[config.mk]
export PLATFORM = sky130hd
export DESIGN_NAME = l1ca_track_loop_flat
export DESIGN_NICKNAME = d
export VERILOG_FILES = /design/src/rtl/common_gnss_types_pkg.sv /design/src/rtl/l1ca_track_loop_if.sv /design/src/rtl/l1ca_track_disc.sv /design/src/rtl/l1ca_track_loop.sv /design/src/flat_wrapper.sv
export SDC_FILE = /design/constraint.sdc
export NUM_CORES = 1
export LEC_CHECK = 0
export ABC_AREA = 1
export CORE_ASPECT_RATIO = 0.9
export CORE_MARGIN = 5
export CORE_UTILIZATION = 55
export CTS_BUF_LIST = sky130_fd_sc_hd__clkbuf_8
export DETAILED_ROUTE_END_ITERATION = 6
export PLACE_DENSITY = 0.81
export SYNTH_ARGS = -nofsm -noshare
export SYNTH_HDL_FRONTEND = slang
export SYNTH_SLANG_ARGS = --single-unit
export TNS_END_PERCENT = 1
[constraint.sdc]
create_clock -name clk -period 4.3 [get_ports clk]
set_input_delay 0.645 -clock clk [delete_from_list [all_inputs] [get_ports clk]]
set_output_delay 0.645 -clock clk [all_outputs]
set_load 0.01 [all_outputs]
[src/rtl/common_gnss_types_pkg.sv]
// Purpose: shared GNSS channel types (accumulators, discriminators, tracking-loop state).
// Latency: n/a (types and helpers only).
// Backpressure: n/a.
// Contents: acc_t, disc_t, track_state_t, mag17() helper.
package common_gnss_types_pkg;

  typedef logic signed [15:0] acc_t;
  typedef logic signed [17:0] disc_t;

  typedef enum logic {
    IDLE = 1'b0,
    RUN  = 1'b1
  } track_state_t;

  // |a| as 17-bit unsigned, so |-32768| = 32768 is representable.
  function automatic logic [16:0] mag17(input acc_t a);
    logic signed [16:0] w_x;
    w_x = {a[15], a};
    return w_x[16] ? $unsigned(-w_x) : $unsigned(w_x);
  endfunction

endpackage

[src/rtl/l1ca_track_loop_if.sv]
// Purpose: channel <-> tracking-loop bundle: epoch dump in, NCO rates and status out.
// Latency: n/a (wires only).
// Backpressure: none; epoch is a single-cycle strobe, outputs are registered levels/pulses.
// Modports: master = channel/software side, slave = l1ca_track_loop.
interface l1ca_track_loop_if import common_gnss_types_pkg::*; ();

  logic        start;
  logic        clear;
  logic [31:0] code_rate_init;
  logic [31:0] lo_rate_init;
  logic        epoch;
  acc_t        ie, qe, ip, qp, il, ql;

  logic [31:0] code_rate;
  logic [31:0] lo_rate;
  logic        update;
  acc_t        ip_dump, qp_dump;
  disc_t       dll_err, pll_err;
  logic        locked;

  modport master (
    output start, clear, code_rate_init, lo_rate_init, epoch,
    output ie, qe, ip, qp, il, ql,
    input  code_rate, lo_rate, update, ip_dump, qp_dump, dll_err, pll_err, locked
  );

  modport slave (
    input  start, clear, code_rate_init, lo_rate_init, epoch,
    input  ie, qe, ip, qp, il, ql,
    output code_rate, lo_rate, update, ip_dump, qp_dump, dll_err, pll_err, locked
  );

endinterface

[src/rtl/l1ca_track_disc.sv]
// Purpose: stages 1-3 of the tracking loop: accumulator latch, E/L envelopes, DLL/Costas discriminators.
// Latency: 3 cycles from i_vld to o_vld.
// Backpressure: none; i_flush kills every in-flight stage in the cycle it is asserted.
// Ports: i_vld + six accumulators in; o_vld + dll/pll errors out; o_ip_dump/o_qp_dump = stage-1 prompt latch.
// Macro L1CA_TRACK_LOCK_EN adds o_ip_strong (|ip| >= LOCK_THRESH, aligned with o_vld).
module l1ca_track_disc import common_gnss_types_pkg::*; #(
  parameter logic [15:0] LOCK_THRESH = 16'd2000
) (
  input  logic  clk,
  input  logic  nrst,
  input  logic  i_flush,
  input  logic  i_vld,
  input  acc_t  i_ie,
  input  acc_t  i_qe,
  input  acc_t  i_ip,
  input  acc_t  i_qp,
  input  acc_t  i_il,
  input  acc_t  i_ql,
  output logic  o_vld,
  output acc_t  o_ip_dump,
  output acc_t  o_qp_dump,
  output disc_t o_dll_err,
  output disc_t o_pll_err
`ifdef L1CA_TRACK_LOCK_EN
  ,
  output logic  o_ip_strong
`endif
);

  // stage 1: raw accumulator latch
  logic        r_s1_vld;
  acc_t        r_s1_ie, r_s1_qe, r_s1_ip, r_s1_qp, r_s1_il, r_s1_ql;
  // stage 2: envelopes, prompt carried for the discriminator
  logic        r_s2_vld;
  logic [16:0] r_s2_e, r_s2_l;
  acc_t        r_s2_ip, r_s2_qp;
  // stage 3: errors
  logic        r_s3_vld;
  disc_t       r_s3_dll, r_s3_pll;

  disc_t       w_qp18;
  assign w_qp18 = {{2{r_s2_qp[15]}}, r_s2_qp};

  always_ff @(posedge clk) begin
    if (!nrst) begin
      r_s1_vld <= 1'b0;
      r_s1_ie  <= '0;
      r_s1_qe  <= '0;
      r_s1_ip  <= '0;
      r_s1_qp  <= '0;
      r_s1_il  <= '0;
      r_s1_ql  <= '0;
      r_s2_vld <= 1'b0;
      r_s2_e   <= '0;
      r_s2_l   <= '0;
      r_s2_ip  <= '0;
      r_s2_qp  <= '0;
      r_s3_vld <= 1'b0;
      r_s3_dll <= '0;
      r_s3_pll <= '0;
    end else begin
      r_s1_vld <= i_vld & ~i_flush;
      r_s2_vld <= r_s1_vld & ~i_flush;
      r_s3_vld <= r_s2_vld & ~i_flush;

      if (i_vld && !i_flush) begin
        r_s1_ie <= i_ie;
        r_s1_qe <= i_qe;
        r_s1_ip <= i_ip;
        r_s1_qp <= i_qp;
        r_s1_il <= i_il;
        r_s1_ql <= i_ql;
      end

      if (r_s1_vld && !i_flush) begin
        // 17-bit sums: max 32768 + 32768 = 65536 still fits
        r_s2_e  <= mag17(r_s1_ie) + mag17(r_s1_qe);
        r_s2_l  <= mag17(r_s1_il) + mag17(r_s1_ql);
        r_s2_ip <= r_s1_ip;
        r_s2_qp <= r_s1_qp;
      end

      if (r_s2_vld && !i_flush) begin
        r_s3_dll <= $signed({1'b0, r_s2_e}) - $signed({1'b0, r_s2_l});
        // Costas sign discriminator; 18 bits so -(-32768) does not wrap
        r_s3_pll <= r_s2_ip[15] ? -w_qp18 : w_qp18;
      end
    end
  end

`ifdef L1CA_TRACK_LOCK_EN
  logic r_s3_strong;
  always_ff @(posedge clk) begin
    if (!nrst) begin
      r_s3_strong <= 1'b0;
    end else if (r_s2_vld && !i_flush) begin
      r_s3_strong <= (mag17(r_s2_ip) >= {1'b0, LOCK_THRESH});
    end
  end
  assign o_ip_strong = r_s3_strong;
`endif

  assign o_vld     = r_s3_vld;
  assign o_ip_dump = r_s1_ip;
  assign o_qp_dump = r_s1_qp;
  assign o_dll_err = r_s3_dll;
  assign o_pll_err = r_s3_pll;

endmodule

[src/rtl/l1ca_track_loop.sv]
// Purpose: L1 C/A closed-loop tracking controller: DLL/Costas discriminators, loop filter, NCO rate drive.
// Latency: 4 cycles from epoch to code_rate/lo_rate/update.
// Backpressure: none; fully pipelined, start/clear flush all in-flight epochs.
// Ports: clk, nrst (sync, active-low), bus (l1ca_track_loop_if.slave).
// Macro L1CA_TRACK_LOCK_EN builds the 4-bit hysteretic lock detector; otherwise locked is 0.
module l1ca_track_loop import common_gnss_types_pkg::*; #(
  parameter int          DLL_KP_SHIFT = 4,
  parameter int          PLL_KP_SHIFT = 10,
  parameter int          PLL_KI_SHIFT = 6,
  parameter logic [15:0] LOCK_THRESH  = 16'd2000
) (
  input logic              clk,
  input logic              nrst,
  l1ca_track_loop_if.slave bus
);

  track_state_t r_state, w_state_nxt;
  logic         r_skip;
  logic         w_take;   // epoch enters the pipeline
  logic         w_drop;   // first (partial) epoch after start, discarded
  logic         w_flush;

  logic         w_d_vld;
  disc_t        w_dll, w_pll;
  logic         w_s4;

  logic [31:0]  r_code_rate, r_lo_rate, r_lo_int;
  logic         r_update;
  disc_t        r_dll_err, r_pll_err;

  logic signed [31:0] w_dll_ext, w_pll_ext;
  logic [31:0]  w_code_corr, w_lo_pcorr, w_lo_icorr, w_lo_int_nxt;

  // start and clear both restart the pipeline
  assign w_flush = bus.clear | bus.start;

  always_ff @(posedge clk) begin
    if (!nrst) r_state <= IDLE;
    else       r_state <= w_state_nxt;
  end

  always_comb begin
    w_state_nxt = r_state;
    w_take      = 1'b0;
    w_drop      = 1'b0;
    if (bus.clear) begin
      w_state_nxt = IDLE;
    end else if (bus.start) begin
      w_state_nxt = RUN;
    end else if (r_state == RUN && bus.epoch) begin
      if (r_skip) w_drop = 1'b1;
      else        w_take = 1'b1;
    end
  end

  always_ff @(posedge clk) begin
    if (!nrst)                       r_skip <= 1'b1;
    else if (bus.start && !bus.clear) r_skip <= 1'b1;
    else if (w_drop)                 r_skip <= 1'b0;
  end

`ifdef L1CA_TRACK_LOCK_EN
  logic w_ip_strong;
`endif

  l1ca_track_disc #(
    .LOCK_THRESH (LOCK_THRESH)
  ) u_disc (
    .clk       (clk),
    .nrst      (nrst),
    .i_flush   (w_flush),
    .i_vld     (w_take),
    .i_ie      (bus.ie),
    .i_qe      (bus.qe),
    .i_ip      (bus.ip),
    .i_qp      (bus.qp),
    .i_il      (bus.il),
    .i_ql      (bus.ql),
    .o_vld     (w_d_vld),
    .o_ip_dump (bus.ip_dump),
    .o_qp_dump (bus.qp_dump),
    .o_dll_err (w_dll),
    .o_pll_err (w_pll)
`ifdef L1CA_TRACK_LOCK_EN
    ,
    .o_ip_strong (w_ip_strong)
`endif
  );

  // stage 4: loop filter
  assign w_s4         = w_d_vld & ~w_flush;
  assign w_dll_ext    = {{14{w_dll[17]}}, w_dll};
  assign w_pll_ext    = {{14{w_pll[17]}}, w_pll};
  assign w_code_corr  = $unsigned(w_dll_ext <<< DLL_KP_SHIFT);
  assign w_lo_icorr   = $unsigned(w_pll_ext <<< PLL_KI_SHIFT);
  assign w_lo_pcorr   = $unsigned(w_pll_ext <<< PLL_KP_SHIFT);
  assign w_lo_int_nxt = r_lo_int + w_lo_icorr;

  always_ff @(posedge clk) begin
    if (!nrst) begin
      r_code_rate <= '0;
      r_lo_rate   <= '0;
      r_lo_int    <= '0;
      r_update    <= 1'b0;
      r_dll_err   <= '0;
      r_pll_err   <= '0;
    end else begin
      r_update <= 1'b0;
      if (bus.clear || (r_state == IDLE && !bus.start)) begin
        // open loop: rates shadow the nominal inputs
        r_code_rate <= bus.code_rate_init;
        r_lo_rate   <= bus.lo_rate_init;
      end else if (bus.start) begin
        r_code_rate <= bus.code_rate_init;
        r_lo_rate   <= bus.lo_rate_init;
        r_lo_int    <= bus.lo_rate_init;
      end else if (w_s4) begin
        // DLL is proportional-only around the nominal code rate
        r_code_rate <= bus.code_rate_init + w_code_corr;
        r_lo_int    <= w_lo_int_nxt;
        r_lo_rate   <= w_lo_int_nxt + w_lo_pcorr;
        r_update    <= 1'b1;
        r_dll_err   <= w_dll;
        r_pll_err   <= w_pll;
      end
    end
  end

`ifdef L1CA_TRACK_LOCK_EN
  logic [3:0] r_lock_cnt, w_lock_cnt_nxt;
  logic       r_locked;

  always_comb begin
    w_lock_cnt_nxt = r_lock_cnt;
    if (w_ip_strong) begin
      if (r_lock_cnt != 4'd15) w_lock_cnt_nxt = r_lock_cnt + 4'd1;
    end else begin
      if (r_lock_cnt != 4'd0)  w_lock_cnt_nxt = r_lock_cnt - 4'd1;
    end
  end

  // set at full count, clear only at empty: hysteresis between the two
  always_ff @(posedge clk) begin
    if (!nrst || w_flush) begin
      r_lock_cnt <= '0;
      r_locked   <= 1'b0;
    end else if (w_s4) begin
      r_lock_cnt <= w_lock_cnt_nxt;
      if (w_lock_cnt_nxt == 4'd15)     r_locked <= 1'b1;
      else if (w_lock_cnt_nxt == 4'd0) r_locked <= 1'b0;
    end
  end

  assign bus.locked = r_locked;
`else
  assign bus.locked = 1'b0;
`endif

  assign bus.code_rate = r_code_rate;
  assign bus.lo_rate   = r_lo_rate;
  assign bus.update    = r_update;
  assign bus.dll_err   = r_dll_err;
  assign bus.pll_err   = r_pll_err;

endmodule

[src/flat_wrapper.sv]
// flat-port wrapper written by rule: the top's interface ports become plain ports
module l1ca_track_loop_flat import common_gnss_types_pkg::*;
#(
  parameter int          DLL_KP_SHIFT = 4,
  parameter int          PLL_KP_SHIFT = 10,
  parameter int          PLL_KI_SHIFT = 6,
  parameter logic [15:0] LOCK_THRESH  = 16'd2000
)
  (clk, nrst, bus_start, bus_clear, bus_code_rate_init, bus_lo_rate_init, bus_epoch, bus_ie, bus_qe, bus_ip, bus_qp, bus_il, bus_ql, bus_code_rate, bus_lo_rate, bus_update, bus_ip_dump, bus_qp_dump, bus_dll_err, bus_pll_err, bus_locked);
  l1ca_track_loop_if bus_i ();
  input logic clk;
  input logic nrst;
  input wire logic [$bits(bus_i.start)-1:0] bus_start;
  input wire logic [$bits(bus_i.clear)-1:0] bus_clear;
  input wire logic [$bits(bus_i.code_rate_init)-1:0] bus_code_rate_init;
  input wire logic [$bits(bus_i.lo_rate_init)-1:0] bus_lo_rate_init;
  input wire logic [$bits(bus_i.epoch)-1:0] bus_epoch;
  input wire logic [$bits(bus_i.ie)-1:0] bus_ie;
  input wire logic [$bits(bus_i.qe)-1:0] bus_qe;
  input wire logic [$bits(bus_i.ip)-1:0] bus_ip;
  input wire logic [$bits(bus_i.qp)-1:0] bus_qp;
  input wire logic [$bits(bus_i.il)-1:0] bus_il;
  input wire logic [$bits(bus_i.ql)-1:0] bus_ql;
  output wire logic [$bits(bus_i.code_rate)-1:0] bus_code_rate;
  output wire logic [$bits(bus_i.lo_rate)-1:0] bus_lo_rate;
  output wire logic [$bits(bus_i.update)-1:0] bus_update;
  output wire logic [$bits(bus_i.ip_dump)-1:0] bus_ip_dump;
  output wire logic [$bits(bus_i.qp_dump)-1:0] bus_qp_dump;
  output wire logic [$bits(bus_i.dll_err)-1:0] bus_dll_err;
  output wire logic [$bits(bus_i.pll_err)-1:0] bus_pll_err;
  output wire logic [$bits(bus_i.locked)-1:0] bus_locked;
  assign bus_i.start = bus_start;
  assign bus_i.clear = bus_clear;
  assign bus_i.code_rate_init = bus_code_rate_init;
  assign bus_i.lo_rate_init = bus_lo_rate_init;
  assign bus_i.epoch = bus_epoch;
  assign bus_i.ie = bus_ie;
  assign bus_i.qe = bus_qe;
  assign bus_i.ip = bus_ip;
  assign bus_i.qp = bus_qp;
  assign bus_i.il = bus_il;
  assign bus_i.ql = bus_ql;
  assign bus_code_rate = bus_i.code_rate;
  assign bus_lo_rate = bus_i.lo_rate;
  assign bus_update = bus_i.update;
  assign bus_ip_dump = bus_i.ip_dump;
  assign bus_qp_dump = bus_i.qp_dump;
  assign bus_dll_err = bus_i.dll_err;
  assign bus_pll_err = bus_i.pll_err;
  assign bus_locked = bus_i.locked;
  l1ca_track_loop #(.DLL_KP_SHIFT(DLL_KP_SHIFT), .PLL_KP_SHIFT(PLL_KP_SHIFT), .PLL_KI_SHIFT(PLL_KI_SHIFT), .LOCK_THRESH(LOCK_THRESH)) u_core (.clk(clk), .nrst(nrst), .bus(bus_i));
endmodule
* Word level (Yosys, flattened, before mapping)
Cells that the tools add are included.
Cells by class: $add $sub $neg 11, mux-type cells 22, bitwise gates (word level) 10, reduce and logical (&&, ||, !) cells 17
Operators by type and width (count):
- $mux W32 | 8
- $add A32 B32 Y32 | 3
- $mux W17 | 4
- $neg A16 Y17 | 4
- $add A17 B17 Y17 | 2
- $mux W18 | 1
- $neg A16 Y18 | 1
- $sub A17 B17 Y18 | 1
- $mux W1 | 9
- $logic_and A1 B1 Y1 | 6
- $not A1 Y1 | 5
- $and A1 B1 Y1 | 4
- $reduce_or A2 Y1 | 2
- $logic_not A1 Y1 | 3
- $reduce_and A3 Y1 | 1
- $reduce_bool A3 Y1 | 1
- $reduce_or A3 Y1 | 1
- $reduce_and A2 Y1 | 1
- $reduce_bool A2 Y1 | 1
- $logic_or A1 B1 Y1 | 1
- $or A1 B1 Y1 | 1
Word-level totals: flip-flop bits (word level) 336, input port bits 165, output and inout bits 134, word-level logic and storage cells 83

* Logic depth before layout (Yosys ltp)
Gate-level depths: netlist of the first run.
word-level depth 6, gate-level depth with buffers 25, gate-level depth less buffers 25

* By module
Synthesis of the first run repeated with hierarchy kept, for this count alone.
Unflattened totals: cells, all modules 3263, area, all modules 20877.5 um^2
Modules (own cells, without submodules):
- l1ca_track_disc | times used 1, cells each 1754, area each 11168.2 um^2, seq. area each 3723.6 um^2
- l1ca_track_loop | times used 1, cells each 1509, area each 9709.3 um^2, seq. area each 2702.6 um^2

* Least setup slack after synthesis of the first run
No wires, ideal clock.
path type register -> register, start point register u_core.u_disc.r_s3_pll[0], in the netlist u_core.u_disc.o_pll_err[0], end point register u_core.r_lo_rate[27], in the netlist u_core.bus.lo_rate[27], library setup time 0.132 ns, arrival 3.134 ns, required time 4.168 ns, path slack 1.034 ns, cell stages (with the launch flop) 22, buffers on the path 0, cells stage by stage dfxtp_1 -> ha_1 -> fa_1 -> nand2_1 -> nand2_1 -> o21ai_2 -> inv_1 -> a21oi_2 -> inv_1 -> nand2_1 -> nand2_1 -> xnor2_1 -> inv_1 -> ha_1 -> a21oi_1 -> o21ai_1 -> a21oi_1 -> o21ai_1 -> a21o_1 -> or2_0 -> nand3_1 -> a21oi_1
Between the ends: word-level cells in the longest chain between the ends 5
RTL lines:
- start, declared | RTL line l1ca_track_disc.sv:39 | disc_t r_s3_dll, r_s3_pll;
- start signal, assigned | RTL line l1ca_track_disc.sv:86 | r_s3_pll <= r_s2_ip[15] ? -w_qp18 : w_qp18;
- $add A32 B32 Y32 | RTL line l1ca_track_loop.sv:97 | assign w_lo_int_nxt = r_lo_int + w_lo_icorr;
- $add A32 B32 Y32 * | RTL line l1ca_track_loop.sv:121 | r_lo_rate <= w_lo_int_nxt + w_lo_pcorr;
- $mux W32 * | RTL line l1ca_track_loop.sv:117 | end else if (w_s4) begin
- $mux W32 * | RTL line l1ca_track_loop.sv:113 | end else if (bus.start) begin
- $mux W32 * | RTL line l1ca_track_loop.sv:109 | if (bus.clear || (r_state == IDLE && !bus.start)) begin
- end signal, assigned | RTL line l1ca_track_loop.sv:112 | r_lo_rate <= bus.lo_rate_init;
- end signal, assigned | RTL line l1ca_track_loop.sv:115 | r_lo_rate <= bus.lo_rate_init;
- end signal, assigned | RTL line l1ca_track_loop.sv:121
- end, declared | RTL line l1ca_track_loop.sv:27 | logic [31:0] r_code_rate, r_lo_rate, r_lo_int;
Mark *: on every way between the ends. The rest lies on a longest branch, timed or not. The select of a mux whose other input is x is not followed. A chain may end at the register's enable or synchronous reset.

* Worst setup path in the final report of the first run
Ends and elaborated chain as after synthesis.

==> out/qor.csv, run 1 <==
stage;metric;value;unit
synthesis;synth_top_family_by_area;compound AO/OA/AOI/OAI gates;
pwr;p_clk_share;44.5;%
clock_tree;htreeDepth;2;
cells_and_area;multiInputGateArea;0.0116;mm2
place;gp_congestion;0.933;
worst_setup_path;critical_path_class;reg -> reg;
sta;fin_crit_sh;87.6;%
pwr;ir_worst_vdd;262;uV
synthesis;synthCells;2903;
sta;fin_setup_tns;0;ps
sta;skew;45.9;ps
status;outcome;complete, no violations;
synthesis;yosysWarnings;0;
global_routing;grt_start_max_net_pins;112;
clock_tree;numClockSinks;321;
route;ant_nets;0;
global_routing;grt-ovfl-total;0;
worst_setup_path;worst-path-buf-inv;3;
synthesis;synth-seq-cells;321;
clock_tree;clock_latency;660;ps
pwr;pwr-share-seq;46.2;%
clock_tree;root_buffer;clkbuf_8;
floorplan;design.core.area;0.0361;mm2
worst_setup_path;worst_path_largest_cell_delay;410;ps
sta;fin_crit;3770;ps
worst_setup_path;cpMostUsedCell;nand2_1;
route;viasPerCell;5.56;
route;dr_total_vias;20500;
floorplan;ioPinCount;299;
cells_and_area;fillerInstances;3122;
cells_and_area;final_area;0.0244;mm2
synthesis;syn_area_per_cell;6.92;um2
global_routing;grt_usage;30.9;%
floorplan;fp.dieW;211;um
pwr;pwr-share-comb;9.3;%
place;placed_area;0.0232;mm2
global_routing;grt_pass1_vias;19400;
worst_setup_path;cpLargestDelayFamily;compound AO/OA/AOI/OAI gates;
floorplan;fp.dieArea;0.0404;mm2
clock_tree;cts_tree;done;
clock_tree;hold_buffers;0;
synthesis;yosys.area_share.adder;8.64;%
cells_and_area;seqCellArea;0.00643;mm2
synthesis;syn-num-nets;3203;
cells_and_area;drive_above_1_share;5.99;%
sta;max_slew_margin;29.3;%
synthesis;ys_seq_area_share;32.0;%
place;dp_hpwl;49800;um
pwr;leakagePower;11.4;nW
route;drtPass1Iterations;5;
pwr;power.switching;1.67;mW
route;drtIter0Drc;1550;
worst_setup_path;worstPathRequired;4810;ps
floorplan;initial_utilization;55.6;%
sta;finalHoldViolCount;0;
synthesis;ys.flop_type;dfxtp_1;
run;drv_cap;0;
synthesis;synth.area.mux_share;0.0499;%
floorplan;fp-row-count;66;
pwr;switching_share;25.2;%
clock_tree;ctsResizeCount;0;
sta;grt_setup_unrepaired;no;
clock_tree;cts_setup_buffers;0;
worst_setup_path;cp.arrival;4280;ps
clock_tree;numCtsBuffers;53;
synthesis;synth-simple-area-share;21.9;%
worst_hold_path;hold_path_class;in -> reg;
worst_setup_path;start_kind;register;
global_routing;grt_pass1_wl;102000;um
synthesis;synth-edff-count;0;
clock_tree;path_clk_slew;70;ps
cells_and_area;nets;3462;
floorplan;die_h;191;um
sta;max_freq;0.265;GHz
pwr;power_density;272;mW/mm2
synthesis;synth-xor-area-share;4.79;%
worst_setup_path;endpoint_kind;register;
cells_and_area;syn_to_final_growth;21.4;%
global_routing;antenna_found_initial;2;
pwr;intPower;4.97;mW
synthesis;synth_compound_area_share;22.4;%
route;drt_wl_total;64700;um
sta;setup_violations;0;
worst_setup_path;path_max_fanout;6;
clock_tree;cts_buffer_depth;3;
sta;slew_violations;0;
sta;worstMarginPinSlew;1060;ps
pwr;finalPower;6.64;mW
route;wire_per_inst;17.6;um
place;port_buffers;297;
worst_setup_path;crit_slowest_cell;fa_1;
synthesis;synthDistinctLibCells;61;
worst_setup_path;crit_chain;ha_1 -> fa_1 -> nand2_1 -> nand2_1 -> o21ai_2 -> inv_1 -> a21oi_2 -> inv_1 -> nand2_1 -> nand2_1 -> xnor2_1 -> inv_1 -> ha_1 -> a21oi_1 -> o21ai_1 -> a21oi_1 -> o21ai_1 -> a21o_1 -> or2_0 -> nand3_1 -> a21oi_1;
cells_and_area;diodes;0;
synthesis;async_reset_ff_share;0;%
route;drc;0;
synthesis;netlist_area;0.0201;mm2
[stage by stage]
stage	utilization (%)	hold WS, ps	worst slack (ps)	std cells
global placement	64.3	431	679	3583
CTS	67.5	368	625	3681
finish	67.5	398	532	3681
floorplan	-	430	1030	2903
detailed placement	64.3	438	603	3583
global route	67.5	419	193	3681
[placed cells by master, fill, tap and decap left out, types with 16 or more instances in the layout]
cell type / count
nand2_1: 489
o21ai_1: 83
a31oi_1: 35
buf_4: 22
nand4_1: 21
clkdlybuf4s50_1: 296
xnor2_1: 20
o211ai_1: 18
nor2_1: 277
o21bai_1: 16
xor2_1: 88
dfxtp_1: 321
ha_1: 129
nor3_1: 29
clkbuf_8: 66
inv_1: 384
a21oi_1: 329
o21ai_0: 246
nand3_1: 143
[power by group through the flow]
stage                     clock network, mW  registers (mW)  logic, mW
after floorplan                           0            3.14      0.261
after global placement                    0            3.13      0.600
after detailed placement                  0            3.13      0.609
after CTS                              3.01            3.06      0.613
after global routing                   3.14            3.07      0.668
final                                  2.96            3.07      0.619
[final timing paths]
check,depth (start not counted),slack (ps),from,endpoint
worst max-delay path,21,530,u_core.u_disc.o_pll_err[0],u_core.bus.lo_rate[27]
worst min-delay path,3,400,nrst,u_core.u_disc.o_pll_err[11]
worst max register to register,21,530,u_core.u_disc.o_pll_err[0],u_core.bus.lo_rate[27]
worst min register to register,2,450,u_core.u_disc.o_ip_dump[7],u_core.u_disc.o_ip_dump[7]
[state kept, by name, indices dropped and copies added, names as in the netlist, 16 cells and up]
register / count
u_core.bus.code_rate: 32
u_core.bus.lo_rate: 32
u_core.r_lo_int: 32
u_core.bus.dll_err: 18
u_core.bus.pll_err: 18
u_core.u_disc.o_dll_err: 18
u_core.u_disc.o_pll_err: 18
u_core.u_disc.r_s2_e: 17
u_core.u_disc.r_s2_l: 17
u_core.u_disc.o_ip_dump: 16
u_core.u_disc.o_qp_dump: 16
u_core.u_disc.r_s1_ie: 16
u_core.u_disc.r_s1_il: 16
u_core.u_disc.r_s1_qe: 16
u_core.u_disc.r_s1_ql: 16
u_core.u_disc.r_s2_qp: 16
[layout make-up]
class,instances,share of cell area [%]
inverter,380,5.85
sequential,321,26.4
clock buffer,66,3.73
timing repair buffer,320,13.0
clock inverter,32,1.08
tap,476,2.44
multi-input combinational,2086,47.6
[synth_stat cells, types with 4 or more instances]
| master | count | share of area [%] |
|---|---|---|
| nand2_1 | 489 | 9.1 |
| inv_1 | 370 | 6.9 |
| a21oi_1 | 329 | 8.2 |
| dfxtp_1 | 321 | 32 |
| nor2_1 | 277 | 5.2 |
| o21ai_0 | 246 | 6.1 |
| nand3_1 | 143 | 3.6 |
| ha_1 | 129 | 8.0 |
| xor2_1 | 88 | 3.8 |
| o21ai_1 | 83 | 2.1 |
| clkbuf_1 | 66 | 1.2 |
| a31oi_1 | 35 | 1.1 |
| nor3_1 | 29 | 0.72 |
| buf_2 | 23 | 0.57 |
| nand4_1 | 21 | 0.65 |
| buf_6 | 20 | 1.1 |
| xnor2_1 | 20 | 0.87 |
| o211ai_1 | 18 | 0.67 |
| o21bai_1 | 16 | 0.60 |
| a21o_1 | 15 | 0.56 |
| or2_2 | 15 | 0.47 |
| o21ai_2 | 12 | 0.52 |
| o221ai_1 | 12 | 0.52 |
| nor4_1 | 11 | 0.34 |
| nand2_2 | 9 | 0.28 |
| o221a_2 | 9 | 0.50 |
| nor3_2 | 8 | 0.40 |
| fa_1 | 6 | 0.60 |
| inv_2 | 6 | 0.11 |
| nand3b_1 | 6 | 0.22 |
| a211oi_1 | 5 | 0.19 |
| nor2_2 | 5 | 0.16 |
| buf_4 | 4 | 0.15 |
| clkinv_1 | 4 | 0.075 |
| nor2_4 | 4 | 0.22 |
| or2_0 | 4 | 0.12 |
[metal layers]
metal,up-vias,part of all wire [%],global-route usage (%)
met4,2,2.8,9.98
li1,10200,-,-
met2,756,44,48.5
met3,119,8.1,5.66
met1,9388,45,43.2
met5,-,0.020,0
[worst register-to-register path, delay by kind of cell (launching register included)]
family / cells / cell delay (ps)
AOI/OAI and AO/OA: 8 / 1290
adders and majority gates: 3 / 1060
and+or+nand+nor: 6 / 570
DFF: 1 / 330
buffers and inverters: 3 / 260
xor gates and xnor gates: 1 / 140
[logic make-up after synthesis]
group	count (synthesis)
simple gates	1031
fa+ha+maj	135
compound gates	809
flops	321
buf+inv	496
mux	1
other cells	1
xor+xnor	109
Power figures use the tool's default switching activity.
==> run 2, diff against run 1 <==
CTS_CLUSTER_SIZE = 14   (was not set)
==> run 2 against run 1 <==
Compared with the run above: count of clock-buffer cells in the layout fell by 3; first-iteration DRC count rose by 0.77%; global-route usage barely moved; critical path type unchanged; sequential share of layout area rose by 0.076 points; cell count barely moved.
==> out/qor.csv, run 2 (synthesized netlist as in run 1, its figures left out) <==
stage;metric;value;unit
worst_setup_path;worst_path_largest_cell_delay;410;ps
place;dp_slack;603;ps
clock_tree;root_buffer;clkbuf_8;
route;viasPerCell;5.56;
sta;finalHoldViolCount;0;
cells_and_area;stdcell_count;3678;
global_routing;grt-ovfl-total;0;
clock_tree;clock_latency;660;ps
cells_and_area;diodes;0;
floorplan;ioPinCount;299;
floorplan;initial_utilization;55.6;%
worst_setup_path;cpLargestDelayFamily;compound AO/OA/AOI/OAI gates;
worst_setup_path;worst-path-buf-inv;3;
global_routing;grt_pass1_vias;19400;
pwr;power_density;267;mW/mm2
sta;grt_setup_unrepaired;no;
sta;worst_hold_slack;404;ps
global_routing;grt_usage;30.9;%
place;placed_area;0.0232;mm2
worst_setup_path;cp.arrival;4270;ps
clock_tree;cts_setup_buffers;0;
floorplan;fp.dieArea;0.0404;mm2
cells_and_area;nets;3462;
worst_setup_path;endpoint_kind;register;
clock_tree;htreeDepth;2;
pwr;ir_worst_vdd;216;uV
clock_tree;hold_buffers;0;
place;port_buffers;297;
global_routing;grt_pass1_wl;102000;um
worst_setup_path;crit_chain;ha_1 -> fa_1 -> nand2_1 -> nand2_1 -> o21ai_2 -> inv_1 -> a21oi_2 -> inv_1 -> nand2_1 -> nand2_1 -> xnor2_1 -> inv_1 -> ha_1 -> a21oi_1 -> o21ai_1 -> a21oi_1 -> o21ai_1 -> a21o_1 -> or2_0 -> nand3_1 -> a21oi_1;
worst_setup_path;start_kind;register;
route;wire_per_inst;17.6;um
worst_setup_path;rr_worst_depth;21;
clock_tree;cts_tree;done;
worst_hold_path;min_delay_path_depth;3;
cells_and_area;fillerInstances;3137;
clock_tree;ctsResizeCount;0;
route;drtPass1Iterations;5;
route;dr_total_vias;20500;
route;drtIter0Drc;1562;
sta;setup_ws;549;ps
sta;max_freq;0.267;GHz
sta;fin_crit_sh;87.2;%
floorplan;fp.dieW;211;um
cells_and_area;final_area;0.0243;mm2
sta;setup_violations;0;
route;drc;0;
cells_and_area;multiInputGateArea;0.0116;mm2
route;ant_nets;0;
sta;worstMarginPinSlew;1080;ps
worst_setup_path;worstReg2RegStart;u_core.u_disc.o_pll_err[0];
cells_and_area;syn_to_final_growth;21.1;%
sta;skew;44.7;ps
floorplan;design.core.area;0.0361;mm2
sta;max_slew_margin;27.8;%
status;outcome;complete, no violations;
clock_tree;cts_buffer_depth;3;
floorplan;die_h;191;um
worst_setup_path;cpMostUsedCell;nand2_1;
worst_setup_path;path_max_fanout;6;
sta;fin_setup_tns;0;ps
run;drv_cap;0;
worst_setup_path;crit_start;u_core.u_disc.o_pll_err[0];
place;gp_congestion;0.933;
sta;slew_violations;0;
cells_and_area;layout_common_cells;nand2_1, inv_1, a21oi_1, dfxtp_1, clkdlybuf4s50_1;
clock_tree;path_clk_slew;70;ps
route;drt_wl_total;64700;um
sta;fin_crit;3750;ps
clock_tree;numClockSinks;321;
cells_and_area;drive_above_1_share;5.81;%
worst_setup_path;crit_cells;21;
cells_and_area;layout_commonest_cell;nand2_1;
worst_setup_path;worstPathRequired;4820;ps
worst_hold_path;hold_path_class;in -> reg;
place;dp_hpwl;49800;um
global_routing;antenna_found_initial;2;
global_routing;grt_start_max_net_pins;112;
worst_setup_path;crit_slowest_cell;fa_1;
worst_hold_path;hold_start;nrst;
clock_tree;numCtsBuffers;53;
worst_setup_path;critical_path_class;reg -> reg;
place;placed_cells;3583;
floorplan;fp-row-count;66;
cells_and_area;seqCellArea;0.00643;mm2
pwr;leakagePower;11.4;nW
run 2: cell count changes in the layout (fill, tap and decap cells not counted), sizes merged:
cell	delta
clkbuf	-3
clkinv	-2
inv	+3
bufinv	-1
run 2: where the power goes:
group | internal (mW) | switching [mW] | total, mW
registers | 3.03 | 0.0371 | 3.07
logic | 0.303 | 0.315 | 0.618
clock network | 1.52 | 1.29 | 2.81
total | 4.85 | 1.65 | 6.50
run 2: path summary, 6_finish.rpt:
check | end | slack (ps)
worst max-delay path | u_core.bus.lo_rate[27] | 550
worst min-delay path | u_core.u_disc.o_pll_err[11] | 400
worst max register to register | u_core.bus.lo_rate[27] | 550
worst min register to register | u_core.u_disc.o_ip_dump[1] | 450
run 2: worst min-delay path: stages:
cell,delay (ps)
buf_6,180
o221ai_1,120
inv_1,40
run 2: per-stage QoR:
stage / total power, mW / util, %
global placement: 3.73 / 64.3
CTS: 6.54 / 67.3
detailed placement: 3.74 / 64.3
floorplan: 3.40 / -
finish: 6.50 / 67.3
global route: 6.74 / 67.3
run 2: area by class of cell:
type	count	share of cell area, %
Sequential cell	321	26.4
Timing Repair Buffer	320	13.0
Clock buffer	63	3.57
Inverter	380	5.87
Clock inverter	32	0.963
Tap cell	476	2.45
Multi-Input combinational cell	2086	47.7
run 2: layer usage:
layer / up-vias / part of all wire (%) / global-route usage (%)
met3: 123 / 7.9 / 5.51
met5: - / 0.020 / 0
li1: 10200 / - / -
met1: 9384 / 45 / 43.2
met2: 761 / 44 / 48.5
met4: 2 / 2.8 / 9.91
